[src/rtl/paint_queue_if.sv]
// paint_queue_if
// Request, painter-handshake and status signals of paint_queue.
//   slave  : the paint_queue side (takes requests, drives the painter).
//   master : the caller / painter-model side.
// Request : req_valid, req_x[3:0], req_y[4:0], req_color[8:0] -> req_ready
// Control : clear_all (single-cycle full-board clear request)
// Painter : start, x0[9:0], y0[8:0], color[8:0] -> busy, done
// Status  : clearing, idle, level[4:0], drop_err
interface paint_queue_if;
  logic       req_valid;
  logic [3:0] req_x;
  logic [4:0] req_y;
  logic [8:0] req_color;
  logic       req_ready;
  logic       clear_all;
  logic       start;
  logic [9:0] x0;
  logic [8:0] y0;
  logic [8:0] color;
  logic       busy;
  logic       done;
  logic       clearing;
  logic       idle;
  logic [4:0] level;
  logic       drop_err;

  modport slave (
    input  req_valid, req_x, req_y, req_color, clear_all, busy, done,
    output req_ready, start, x0, y0, color, clearing, idle, level, drop_err
  );

  modport master (
    output req_valid, req_x, req_y, req_color, clear_all, busy, done,
    input  req_ready, start, x0, y0, color, clearing, idle, level, drop_err
  );
endinterface

[src/rtl/paint_queue.sv]
// paint_queue
// Buffered cell-paint scheduler in front of the render_box20 painter.
// Requests (column, row, colour) are queued in a DEPTH-entry FIFO and issued
// one at a time over the painter's start/busy/done handshake, with grid
// coordinates converted to pixel origins (x*64, y*24). After reset, and on
// clear_all, the whole 10x20 board is repainted in CLEAR_COLOR in raster
// order before queued requests are served.
// Ports:
//   CLOCK_50 : system clock
//   resetn   : asynchronous active-low reset
//   bus      : paint_queue_if.slave (requests, painter handshake, status)
module paint_queue #(
  parameter int unsigned DEPTH       = 8,
  parameter logic [8:0]  CLEAR_COLOR = 9'h000
) (
  input  logic          CLOCK_50,
  input  logic          resetn,
  paint_queue_if.slave  bus
);

  localparam int unsigned AW      = $clog2(DEPTH);
  localparam logic [4:0]  DEPTH_L = 5'(DEPTH);

  typedef enum logic [2:0] {CLEAR_ISSUE, CLEAR_WAIT, IDLE, ISSUE, WAIT} state_t;

  state_t        state_q, state_d;
  logic [3:0]    cx_q, cx_d;
  logic [4:0]    cy_q, cy_d;
  logic          restart_q, restart_d;
  logic          start_q, start_d;
  logic [9:0]    x0_q, x0_d;
  logic [8:0]    y0_q, y0_d;
  logic [8:0]    color_q, color_d;
  logic [4:0]    level_q, level_d;
  logic          ready_q, ready_d;
  logic          drop_err_q, drop_err_d;
  logic          clearing_q, clearing_d;
  logic          idle_q, idle_d;
  logic [AW-1:0] wr_ptr_q, wr_ptr_d;
  logic [AW-1:0] rd_ptr_q, rd_ptr_d;
  logic [17:0]   mem_q [DEPTH];

  logic       in_range, req_live, push, pop, drop;
  logic [3:0] sel_x;
  logic [4:0] sel_y;
  logic [8:0] sel_c;
  logic [17:0] head;

  // A request coinciding with clear_all is discarded silently.
  assign req_live = bus.req_valid & ~bus.clear_all;
  assign in_range = (bus.req_x <= 4'd9) && (bus.req_y <= 5'd19);
  assign push     = req_live & ready_q & in_range;
  assign drop     = req_live & ~(ready_q & in_range);
  assign head     = mem_q[rd_ptr_q];

  always_ff @(posedge CLOCK_50) begin
    if (push) mem_q[wr_ptr_q] <= {bus.req_x, bus.req_y, bus.req_color};
  end

  always_comb begin
    wr_ptr_d   = wr_ptr_q;
    rd_ptr_d   = rd_ptr_q;
    level_d    = level_q;
    drop_err_d = drop_err_q | drop;
    if (bus.clear_all) begin
      wr_ptr_d   = '0;
      rd_ptr_d   = '0;
      level_d    = '0;
      drop_err_d = 1'b0;
    end else begin
      if (push) wr_ptr_d = wr_ptr_q + AW'(1);
      if (pop)  rd_ptr_d = rd_ptr_q + AW'(1);
      case ({push, pop})
        2'b10:   level_d = level_q + 5'd1;
        2'b01:   level_d = level_q - 5'd1;
        default: level_d = level_q;
      endcase
    end
    ready_d = (level_d < DEPTH_L);
  end

  // restart_q records a clear_all that arrived while a paint was in flight;
  // the outstanding done is honoured before the clear restarts at (0,0).
  always_comb begin
    state_d   = state_q;
    cx_d      = cx_q;
    cy_d      = cy_q;
    restart_d = restart_q;
    start_d   = 1'b0;
    pop       = 1'b0;
    sel_x     = cx_q;
    sel_y     = cy_q;
    sel_c     = CLEAR_COLOR;

    case (state_q)
      CLEAR_ISSUE: begin
        if (bus.clear_all) begin
          cx_d = '0;
          cy_d = '0;
        end else if (!bus.busy) begin
          start_d = 1'b1;
          state_d = CLEAR_WAIT;
        end
      end
      CLEAR_WAIT: begin
        if (bus.done) begin
          restart_d = 1'b0;
          state_d   = CLEAR_ISSUE;
          if (restart_q || bus.clear_all) begin
            cx_d = '0;
            cy_d = '0;
          end else if (cx_q == 4'd9 && cy_q == 5'd19) begin
            state_d = IDLE;
          end else if (cx_q == 4'd9) begin
            cx_d = '0;
            cy_d = cy_q + 5'd1;
          end else begin
            cx_d = cx_q + 4'd1;
          end
        end else if (bus.clear_all) begin
          restart_d = 1'b1;
        end
      end
      IDLE: begin
        if (bus.clear_all) begin
          cx_d    = '0;
          cy_d    = '0;
          state_d = CLEAR_ISSUE;
        end else if (level_q != 5'd0) begin
          state_d = ISSUE;
        end
      end
      ISSUE: begin
        if (bus.clear_all) begin
          cx_d    = '0;
          cy_d    = '0;
          state_d = CLEAR_ISSUE;
        end else if (!bus.busy) begin
          pop     = 1'b1;
          start_d = 1'b1;
          sel_x   = head[17:14];
          sel_y   = head[13:9];
          sel_c   = head[8:0];
          state_d = WAIT;
        end
      end
      WAIT: begin
        if (bus.done) begin
          restart_d = 1'b0;
          if (restart_q || bus.clear_all) begin
            cx_d    = '0;
            cy_d    = '0;
            state_d = CLEAR_ISSUE;
          end else if (level_q == 5'd0) begin
            state_d = IDLE;
          end else begin
            state_d = ISSUE;
          end
        end else if (bus.clear_all) begin
          restart_d = 1'b1;
        end
      end
      default: begin
        cx_d      = '0;
        cy_d      = '0;
        restart_d = 1'b0;
        state_d   = CLEAR_ISSUE;
      end
    endcase

    x0_d    = x0_q;
    y0_d    = y0_q;
    color_d = color_q;
    if (start_d) begin
      x0_d    = {sel_x, 6'b0};
      y0_d    = {sel_y, 4'b0} + {1'b0, sel_y, 3'b0};
      color_d = sel_c;
    end

    clearing_d = (state_d == CLEAR_ISSUE) || (state_d == CLEAR_WAIT) || restart_d;
    idle_d     = (state_d == IDLE) && (level_d == 5'd0) && !clearing_d;
  end

  always_ff @(posedge CLOCK_50 or negedge resetn) begin
    if (!resetn) begin
      state_q    <= CLEAR_ISSUE;
      cx_q       <= '0;
      cy_q       <= '0;
      restart_q  <= 1'b0;
      start_q    <= 1'b0;
      x0_q       <= '0;
      y0_q       <= '0;
      color_q    <= '0;
      level_q    <= '0;
      ready_q    <= 1'b1;
      drop_err_q <= 1'b0;
      clearing_q <= 1'b1;
      idle_q     <= 1'b0;
      wr_ptr_q   <= '0;
      rd_ptr_q   <= '0;
    end else begin
      state_q    <= state_d;
      cx_q       <= cx_d;
      cy_q       <= cy_d;
      restart_q  <= restart_d;
      start_q    <= start_d;
      x0_q       <= x0_d;
      y0_q       <= y0_d;
      color_q    <= color_d;
      level_q    <= level_d;
      ready_q    <= ready_d;
      drop_err_q <= drop_err_d;
      clearing_q <= clearing_d;
      idle_q     <= idle_d;
      wr_ptr_q   <= wr_ptr_d;
      rd_ptr_q   <= rd_ptr_d;
    end
  end

  assign bus.start     = start_q;
  assign bus.x0        = x0_q;
  assign bus.y0        = y0_q;
  assign bus.color     = color_q;
  assign bus.level     = level_q;
  assign bus.req_ready = ready_q;
  assign bus.drop_err  = drop_err_q;
  assign bus.clearing  = clearing_q;
  assign bus.idle      = idle_q;

endmodule
[src/flat_wrapper.sv]
// flat-port wrapper written by rule: the top's interface ports become plain ports
module paint_queue_flat 
#(
  parameter int unsigned DEPTH       = 8,
  parameter logic [8:0]  CLEAR_COLOR = 9'h000
)
  (CLOCK_50, resetn, bus_req_valid, bus_req_x, bus_req_y, bus_req_color, bus_clear_all, bus_busy, bus_done, bus_req_ready, bus_start, bus_x0, bus_y0, bus_color, bus_clearing, bus_idle, bus_level, bus_drop_err);
  paint_queue_if bus_i ();
  input  logic CLOCK_50;
  input  logic resetn;
  input wire logic [$bits(bus_i.req_valid)-1:0] bus_req_valid;
  input wire logic [$bits(bus_i.req_x)-1:0] bus_req_x;
  input wire logic [$bits(bus_i.req_y)-1:0] bus_req_y;
  input wire logic [$bits(bus_i.req_color)-1:0] bus_req_color;
  input wire logic [$bits(bus_i.clear_all)-1:0] bus_clear_all;
  input wire logic [$bits(bus_i.busy)-1:0] bus_busy;
  input wire logic [$bits(bus_i.done)-1:0] bus_done;
  output wire logic [$bits(bus_i.req_ready)-1:0] bus_req_ready;
  output wire logic [$bits(bus_i.start)-1:0] bus_start;
  output wire logic [$bits(bus_i.x0)-1:0] bus_x0;
  output wire logic [$bits(bus_i.y0)-1:0] bus_y0;
  output wire logic [$bits(bus_i.color)-1:0] bus_color;
  output wire logic [$bits(bus_i.clearing)-1:0] bus_clearing;
  output wire logic [$bits(bus_i.idle)-1:0] bus_idle;
  output wire logic [$bits(bus_i.level)-1:0] bus_level;
  output wire logic [$bits(bus_i.drop_err)-1:0] bus_drop_err;
  assign bus_i.req_valid = bus_req_valid;
  assign bus_i.req_x = bus_req_x;
  assign bus_i.req_y = bus_req_y;
  assign bus_i.req_color = bus_req_color;
  assign bus_i.clear_all = bus_clear_all;
  assign bus_i.busy = bus_busy;
  assign bus_i.done = bus_done;
  assign bus_req_ready = bus_i.req_ready;
  assign bus_start = bus_i.start;
  assign bus_x0 = bus_i.x0;
  assign bus_y0 = bus_i.y0;
  assign bus_color = bus_i.color;
  assign bus_clearing = bus_i.clearing;
  assign bus_idle = bus_i.idle;
  assign bus_level = bus_i.level;
  assign bus_drop_err = bus_i.drop_err;
  paint_queue #(.DEPTH(DEPTH), .CLEAR_COLOR(CLEAR_COLOR)) u_core (.CLOCK_50(CLOCK_50), .resetn(resetn), .bus(bus_i));
endmodule
[config.mk]
export PLATFORM = sky130hd
export DESIGN_NAME = paint_queue_flat
export DESIGN_NICKNAME = d
export VERILOG_FILES = /design/src/rtl/paint_queue_if.sv /design/src/rtl/paint_queue.sv /design/src/flat_wrapper.sv
export SDC_FILE = /design/constraint.sdc
export NUM_CORES = 1
export LEC_CHECK = 0
export CAP_MARGIN = 20
export CELL_PAD_IN_SITES_DETAIL_PLACEMENT = 0
export CELL_PAD_IN_SITES_GLOBAL_PLACEMENT = 2
export CORE_ASPECT_RATIO = 1.1
export CORE_MARGIN = 5
export CORE_UTILIZATION = 47
export CTS_CLUSTER_DIAMETER = 200
export DETAILED_ROUTE_END_ITERATION = 8
export DONT_BUFFER_PORTS = 1
export PLACE_DENSITY_LB_ADDON = 0.15
export SETUP_SLACK_MARGIN = 0.2
export SYNTH_ARGS = -nofsm -noshare
export SYNTH_HDL_FRONTEND = slang
export SYNTH_SLANG_ARGS = --single-unit
export TNS_END_PERCENT = 30
[constraint.sdc]
create_clock -name CLOCK_50 -period 3.75 [get_ports CLOCK_50]
set_clock_uncertainty 0.1 [all_clocks]
set_input_delay 0.375 -clock CLOCK_50 [delete_from_list [all_inputs] [get_ports CLOCK_50]]
set_output_delay 0.375 -clock CLOCK_50 [all_outputs]
set_load 0.02 [all_outputs]
Yosys cells after proc, flatten, opt, wreduce, memory -nomap -nowiden. Memory sizes are Yosys's and may differ from the RTL's. Cells that the tools add are included.

Order comparisons: 3. Mux-type cells: 54. Add/subtract/negate cells: 7. Reduce and logical (&&, ||, !) cells: 20. Bitwise logic cells: 8. Equal/unequal tests: 16.

Operators by type and width (number): $mux W5 (11); $mux W3 (14); $mux W4 (10); $mux W9 (3); $pmux W3 S5 (1); $pmux W5 S3 (1); $pmux W4 S3 (1); $add A5 B1 Y5 const B (2); $logic_not A5 Y1 (2); $mux W1 (10); $pmux W5 S2 (1); $add A9 B8 Y9 (1); $eq A3 B2 Y1 const B (3); $add A3 B1 Y3 const B (2); $eq A3 B1 Y1 const B (2); $logic_not A3 Y1 (2); $reduce_and A6 Y1 (1); $and A1 B1 Y1 (5); $eq A5 B5 Y1 const B (1); $le A5 B5 Y1 const B (1); $lt A5 B4 Y1 const B (1); $reduce_and A5 Y1 (1); $reduce_bool A5 Y1 (1); $sub A5 B1 Y5 const B (1); other kinds (20) (30).

Register bits: 51. Input port bits: 24. Output and inout bits: 38. Memories kept: 1. Logic and storage cells: 124. Memory bits (writable): 144.

Memory list: u_core.mem_q (words 8, bits a word 18, rd ports 1, clocked after memory_dff 0, write ports 1, RTL line paint_queue.sv:41) `logic [17:0] mem_q [DEPTH];`.

Depth between registers and ports, before layout. Gate-level depths: netlist (run 1).

Word-level depth: 11. Depth in mapped cells: 15. Mapped depth without buffers: 13.

Worst setup path before layout (run 1). OpenSTA, ideal clock, no wires.

Path type: input to register. Start: input bus_clear_all. End: memory u_core.mem_q[0][0], enable pin. Buffers on the path: 3. Data required time: 3.211 ns. Slack: 0.364 ns. Setup time: 0.439 ns. Arrival: 2.847 ns. Stages on the path: 6. Cells stage by stage: buf_6 -> buf_2 -> buf_1 -> nor2_1 -> inv_1 -> nor4_1.

Cells in the longest elaborated chain, start to end: 6.

Ends and longest elaborated chain: start, declared (RTL line flat_wrapper.sv:15) `input wire logic [$bits(bus_i.clear_all)-1:0] bus_clear_all;`; $not A1 Y1 (RTL line paint_queue.sv:50) `assign req_live = bus.req_valid & ~bus.clear_all;`; $and A1 B1 Y1 (RTL line paint_queue.sv:50); $and A1 B1 Y1 (2 in a row) (RTL line paint_queue.sv:52) `assign push = req_live & ready_q & in_range;`; $mux W1 (RTL line paint_queue.sv:57) `if (push) mem_q[wr_ptr_q] <= {bus.req_x, bus.req_y, bus.req_color};`; $mux W1 (not written as such) (RTL line paint_queue.sv:57); end, declared (RTL line paint_queue.sv:41).

Every way passes these cells.

Worst setup path after layout (run 1).
Start: register u_core.ready_q, in the netlist u_core.bus.req_ready. End: register u_core.idle_q, in the netlist u_core.bus.idle.

Cells in the longest elaborated chain, start to end: 8. Elaborated cells between the ends (all ways): 9. Classes of those cells: 2 x eq/ne; 2 x mux; 2 x bitwise; 3 x reduce/logical.

Ends and longest elaborated chain: start, declared (RTL line paint_queue.sv:35) `logic ready_q, ready_d;`; start signal, assigned (RTL line paint_queue.sv:211) `ready_q <= ready_d;`; $and A1 B1 Y1 (*) (2 in a row) (RTL line paint_queue.sv:52); $eq A2 B1 Y1 / $eq A2 B2 Y1 (equally long branches) (RTL line paint_queue.sv:73) `case ({push, pop})`; $pmux W5 S2 (*) (RTL line paint_queue.sv:73); $mux W5 (*) (RTL line paint_queue.sv:65) `if (bus.clear_all) begin`; $logic_not A5 Y1 (*) (RTL line paint_queue.sv:181) `idle_d = (state_d == IDLE) && (level_d == 5'd0) && !clearing_d;`; $logic_and A1 B1 Y1 (*) (2 in a row) (RTL line paint_queue.sv:181); named net u_core.idle_d (RTL line paint_queue.sv:38) `logic idle_q, idle_d;`; end signal, assigned (RTL line paint_queue.sv:214) `idle_q <= idle_d;`; end, declared (RTL line paint_queue.sv:38).

The timed path passes the listed nets; every way through them passes the cells marked *. A chain may end at the register's enable or synchronous reset.

==> results of run 1 <==
where the power goes:
part / switching, µW / leakage (µW) / internal, µW
clock network: 789 / 0.000303 / 1050
registers: 26.7 / 0.00195 / 2310
logic: 107 / 0.00113 / 63.2
cell families after synthesis:
logic type,after synthesis
flip-flops,192
AND/OR/NAND/NOR,113
AO/OA/AOI/OAI,80
multiplexers,59
buffers and inverters,52
adder cells (fa/ha/maj),13
XOR/XNOR,13
other,1
metal layers:
metal,GRT usage,part of all wire,vias up
met5,0,0.00075,-
met4,0.0499,0.012,2
met3,0.0420,0.044,16
met2,0.296,0.51,98
met1,0.242,0.43,2287
li1,-,-,2073
layout make-up:
type	instances	share of cell area
multi-input cells	287	0.272
inverters	17	0.00672
well taps	238	0.0313
repair buffers	45	0.0435
clock buffers	26	0.0585
clock inverters	6	0.00606
flip-flops and latches	192	0.582
state kept, by name (all words and copies together) (netlist names), 3 cells and up:
name and count:
u_core.wr_ptr_q 3, u_core.cy_q 5, u_core.bus.color 9, u_core.cx_q 4
u_core.bus.level 5, u_core.bus.x0 4, u_core.bus.y0 6, u_core.mem_q 144
u_core.rd_ptr_q 3, u_core.state_q 3
stage by stage:
stage / setup slack, ps / cell area (µm²) / total power (µW) / std cells
final: 526 / 9500 / 4340 / 811
after global routing: 271 / 9500 / 4500 / 811
after CTS: 518 / 9500 / 4380 / 811
after detailed placement: 397 / 8640 / 2500 / 756
after global placement: 494 / 8640 / 2500 / 756
after floorplan: 364 / 8370 / 2480 / 531
cell usage in the layout (no fill, tap or decap), types with 18 or more instances in the layout:
| cell type | synthesis | layout |
|---|---|---|
| clkbuf_16 | 0 | 21 |
| mux4_2 | 36 | 36 |
| dfrtp_1 | 46 | 45 |
| nor2_1 | 25 | 25 |
| dlygate4sd3_1 | 0 | 22 |
| nand2_1 | 34 | 34 |
| o21ai_0 | 31 | 31 |
| a21oi_1 | 18 | 18 |
| buf_4 | 11 | 22 |
| edfxtp_1 | 144 | 144 |
| mux2i_1 | 20 | 20 |
worst max path at each step:
stage,endpoint,slack (ps),from
after CTS,u_core.bus.idle,520,u_core.bus.req_ready
after floorplan,u_core.mem_q[0][0],360,bus_clear_all
after global routing,u_core.bus.idle,270,u_core.bus.req_ready
after global placement,u_core.bus.idle,490,bus_req_x[1]
final,u_core.bus.idle,530,u_core.bus.req_ready
after detailed placement,u_core.bus.idle,400,bus_req_x[1]
repair_timing:
item / 4_1_cts / 5_1_grt
hold buffers: 23 / 0
resized for setup: 0 / 0
endpoints found under the hold margin: 203 / 0
endpoints found under the setup margin: 0 / 0
==> qor.csv, run 1 <==
stage;metric;value;unit
worst_setup_path;critical path class;reg -> reg;
finish;Final Core Density;0.540;
sta;worst slew pin tran;578;ps
worst_setup_path;critical path data arrival time;3460;ps
synth;ys flop type;edfxtp_1;
finish;diode count;0;
global_routing;largest net degree at the start of global routing;49;
synth;top cell type by total area after synthesis;edfxtp_1;
cts;Root Driver;clkbuf_16;
sta;Final setup viols;0;
worst_setup_path;critical path cell sequence;nand4_1 -> nor2_1 -> inv_1 -> ha_1 -> xor2_1 -> ha_1 -> or3b_1 -> o2111ai_2 -> a2111oi_0 -> nand4b_1 -> nor4bb_4;
sta;Final Critical Period;3220;ps
synth;Post-synth EDFFs;144;
die;Die Y-Extent;150;µm
worst_setup_path;delay-heaviest family, CP;simple AND/OR/NAND/NOR gates;
worst_setup_path;reg2reg path depth;11;
sta;Fin Hold WS;44.2;ps
synth;Synth cell types;70;
pwr;Pleak;0.00338;µW
place;I/O Buffers;0;
worst_hold_path;HP Start;bus_done;
status;status;finished clean;
sta;Final TNS setup;0;ps
route;mean routed wirelength per cell;21.3;µm
sta;Slew Limit Headroom;0.615;
worst_setup_path;Setup crit end kind;flop;
synth;post-synth top area share;0.518;
synth;Synth Area in XOR/XNOR;0.0136;
sta;Final period util;0.860;
worst_setup_path;reg2reg setup slack;530;ps
worst_setup_path;number of cells on the critical path;11;
finish;register area;5530;µm²
sta;RSZ-0062 raised after global routing;no;
route;antenna-violating nets left;0;
synth;Mapped Area;8340;µm²
synth;mux share of post-synthesis cell area;0.125;
cts;CTS tree;built;
pwr;Peak supply drop;0.320;mV
die;I/O Pins;62;
cts;CTS sink cnt;192;
global_routing;initial antenna violation count;1;
synth;fraction of registers with async set/reset;0.250;
global_routing;GRT Util Overall;0.180;
synth;Post-synth top cells;144 x edfxtp_1, 46 x dfrtp_1, 36 x mux4_2, 34 x nand2_1, 31 x o21ai_0;
cts;worst skew pair latency;430;ps
place;Post-DP HPWL;11000;µm
finish;filler cell count in the final layout;1459;
flow_run;total of max-cap violations;0;
global_routing;vias in the first global route;4567;
sta;fmax;0.310;GHz
route;vias per cell;5.52;
worst_setup_path;Req. time, crit path;3990;ps
synth;cells after synthesis;523;
synth;Syn. warnings;0;
route;First DRT Iteration DRCs;401;
pwr;Cell Pwr Density;457;nW/µm²
finish;multi-input logic area;2580;µm²
cts;total CTS buffers;17;
cts;Setup Buffers After CTS;0;
synth;largest cells by area after synthesis;edfxtp_1 52%, dfrtp_1 14%, mux4_2 9.7%;
worst_setup_path;cell mode on critical path;ha_1;
finish;share of layout cells above drive strength 1;0.206;
synth;Synth Area in Compound Gates;0.0654;
worst_setup_path;Crit-path slowest cell;dfstp_2;
worst_hold_path;Hold Crit Class;in -> reg;
place;GPL Wtd Cong;0.745;
synth;Seq cells post-synth;192;
sta;final hold violation count;0;
finish;Area Overhead vs Synth;13.9;%
global_routing;first-pass GRT wire length;27200;µm
cts;H-tree depth;4;
die;starting density of the core;0.474;
synth;Avg Inst Size Synth;16.0;µm²
worst_setup_path;reg-to-reg endpoint;u_core.bus.idle;
route;drt drc;0;
route;TritonRoute pass-1 iters;5;
synth;main combinational cell family by area after synthesis;multiplexers;
worst_setup_path;Worst path max stage delay;610;ps
synth;part of the Yosys area used for sequential elements;0.662;
synth;Synth Area in Simple Gates;0.0780;
synth;top-count cell post-synth;edfxtp_1;
synth;adder-cell share of the synthesized area;0.0204;
die;Horiz. Die Dim;137;µm
global_routing;Overflow after GRT;0;
cts;Clock Path Buffers;2;
worst_hold_path;cell count of the worst hold path;2;
die;core area;17600;µm²
worst_setup_path;worst r2r src;u_core.bus.req_ready;
die;Rows;51;
worst_hold_path;Hold EP;u_core.state_q[1];
worst_setup_path;critical path fanouts, max;8;
die;DIE AREA;20500;µm²
route;DR vias;4476;
worst_setup_path;Critical Path Source Type;flop;
worst_setup_path;Buf/Inv on CP;1;
finish;final net count;597;
route;Routed WL;17200;µm
cts;Worst-path clk slew;70;ps
sta;Slew Limit Fails;0;
No activity file was read; power rests on OpenSTA's default activity.
==> run 2: changes to the inputs <==
--- a/config.mk
+++ b/config.mk
@@ -14,7 +14,8 @@
 export CTS_CLUSTER_DIAMETER = 200
 export DETAILED_ROUTE_END_ITERATION = 8
 export DONT_BUFFER_PORTS = 1
-export PLACE_DENSITY_LB_ADDON = 0.15
+export HOLD_SLACK_MARGIN = 0.03
+export PLACE_DENSITY = 0.78
 export SETUP_SLACK_MARGIN = 0.2
 export SYNTH_ARGS = -nofsm -noshare
 export SYNTH_HDL_FRONTEND = slang
==> run 2 against run 1 <==
Hold slack better by 28 ps. Largest cell class unchanged. Largest power group unchanged. Critical path depth stayed put. Highest routed layer is now met4. Combinational power is 4% lower.
==> qor.csv, run 2 (same netlist as run 1, synthesis figures left out) <==
stage;metric;value;unit
pwr;Cell Pwr Density;444;nW/µm²
flow_run;total of max-cap violations;0;
finish;final net count;598;
worst_setup_path;critical path fanouts, max;8;
status;status;finished clean;
sta;fmax;0.306;GHz
route;Routed WL;16300;µm
sta;Slew Limit Fails;0;
die;Horiz. Die Dim;137;µm
cts;worst skew pair latency;420;ps
finish;Biggest register;u_core.mem_q;
finish;share of layout cells above drive strength 1;0.207;
worst_setup_path;Critical Path Source Type;flop;
route;First DRT Iteration DRCs;260;
cts;total CTS buffers;17;
place;Area after DPL;8670;µm²
route;vias per cell;5.45;
worst_setup_path;critical path class;reg -> reg;
finish;max FFs per register;144;
cts;Root Driver;clkbuf_16;
die;core area;17600;µm²
route;DR vias;4430;
worst_setup_path;reg2reg setup slack;480;ps
place;Post-DP HPWL;11000;µm
route;TritonRoute pass-1 iters;4;
worst_setup_path;reg2reg path depth;11;
die;DIE AREA;20500;µm²
die;starting density of the core;0.474;
worst_hold_path;cell count of the worst hold path;2;
cts;Clock Path Buffers;2;
route;drt drc;0;
pwr;Pleak;0.00336;µW
route;mean routed wirelength per cell;20.1;µm
worst_setup_path;reg-to-reg endpoint;u_core.bus.idle;
worst_hold_path;HP Start;bus_done;
sta;RSZ-0062 raised after global routing;no;
place;I/O Buffers;0;
sta;Final TNS setup;0;ps
worst_hold_path;Hold Crit Class;in -> reg;
finish;commonest non-fill, non-tap cell in the layout;edfxtp_1;
pwr;Peak supply drop;0.401;mV
sta;Slew Limit Headroom;0.473;
route;antenna-violating nets left;0;
cts;H-tree depth;4;
finish;Area Overhead vs Synth;13.7;%
die;I/O Pins;62;
cts;CTS tree;built;
worst_setup_path;Req. time, crit path;3980;ps
sta;Fin Hold WS;72.7;ps
finish;Finished Cell Area;9490;µm²
worst_setup_path;critical path data arrival time;3490;ps
die;Die Y-Extent;150;µm
global_routing;largest net degree at the start of global routing;49;
sta;final hold violation count;0;
place;GPL Wtd Cong;0.748;
global_routing;initial antenna violation count;1;
cts;CTS sink cnt;192;
pwr;Design Power;4220;µW
finish;Final Core Density;0.539;
worst_setup_path;worst r2r src;u_core.bus.req_ready;
sta;worst slew pin tran;787;ps
sta;Final setup viols;0;
worst_hold_path;Hold EP;u_core.state_q[1];
global_routing;GRT Util Overall;0.172;
die;Rows;51;
worst_setup_path;Setup crit end kind;flop;
sta;Final period util;0.871;
global_routing;first-pass GRT wire length;26200;µm
global_routing;Overflow after GRT;0;
sta;Final Critical Period;3270;ps
global_routing;vias in the first global route;4541;
cts;Worst-path clk slew;70;ps
finish;most frequent cells in the layout;144 x edfxtp_1, 44 x dfrtp_1, 36 x mux4_2;
## run 2: power by group
group          internal, µW  switching (µW)
combinational          62.3             102
sequential             2310            32.0
clock                   931             781
## run 2: critical path, cell delays in order, from the launching register on
cell	delay, ps
dfstp_2	620
nand4_1	240
nor2_1	200
inv_1	120
ha_1	300
xor2_1	190
ha_1	230
or3b_1	370
o2111ai_2	110
a2111oi_0	130
nand4b_1	270
nor4bb_4	290
## run 2: worst max-delay path by stage
| stage | start | endpoint | slack [ps] |
|---|---|---|---|
| 2_1_floorplan | bus_clear_all | u_core.mem_q[0][0] | 360 |
| 3_3_place_gp | bus_req_y[3] | u_core.bus.idle | 380 |
| 3_5_place_dp | bus_req_y[3] | u_core.bus.idle | 290 |
| 5_1_grt | u_core.bus.req_ready | u_core.bus.idle | 260 |
| 6_report | u_core.bus.req_ready | u_core.bus.idle | 480 |
| 4_1_cts | u_core.state_q[0] | u_core.bus.idle | 440 |
## run 2: stage by stage
step	setup slack, ps	std cells
after global placement	380	757
after global routing	260	813
final	483	813
after CTS	442	812
after floorplan	364	531
after detailed placement	289	757
## run 2: area by class of cell
| cell class | count | area (µm²) |
|---|---|---|
| clock buffer | 19 | 433 |
| multi-input combinational | 287 | 2580 |
| tap | 238 | 298 |
| inverter | 17 | 63.8 |
| sequential | 192 | 5530 |
| clock inverter | 13 | 128 |
| fill | 1425 | 8130 |
| antenna | 1 | 2.50 |
| timing repair buffer | 46 | 445 |
## run 2: routing by layer
metal / wire length (µm) / track usage / vias to the layer above
li1: - / - / 2074
met1: 7100 / 0.227 / 2277
met2: 8380 / 0.283 / 63
met3: 661 / 0.0403 / 16
met4: 198 / 0.0529 / 0
met5: 0 / 0 / -
## run 2: timing repair
action	in CTS	in global routing
setup endpoints to repair	0	1
buffers inserted	0	0
hold endpoints to repair	203	0
hold buffers	23	0
resized for setup	0	1
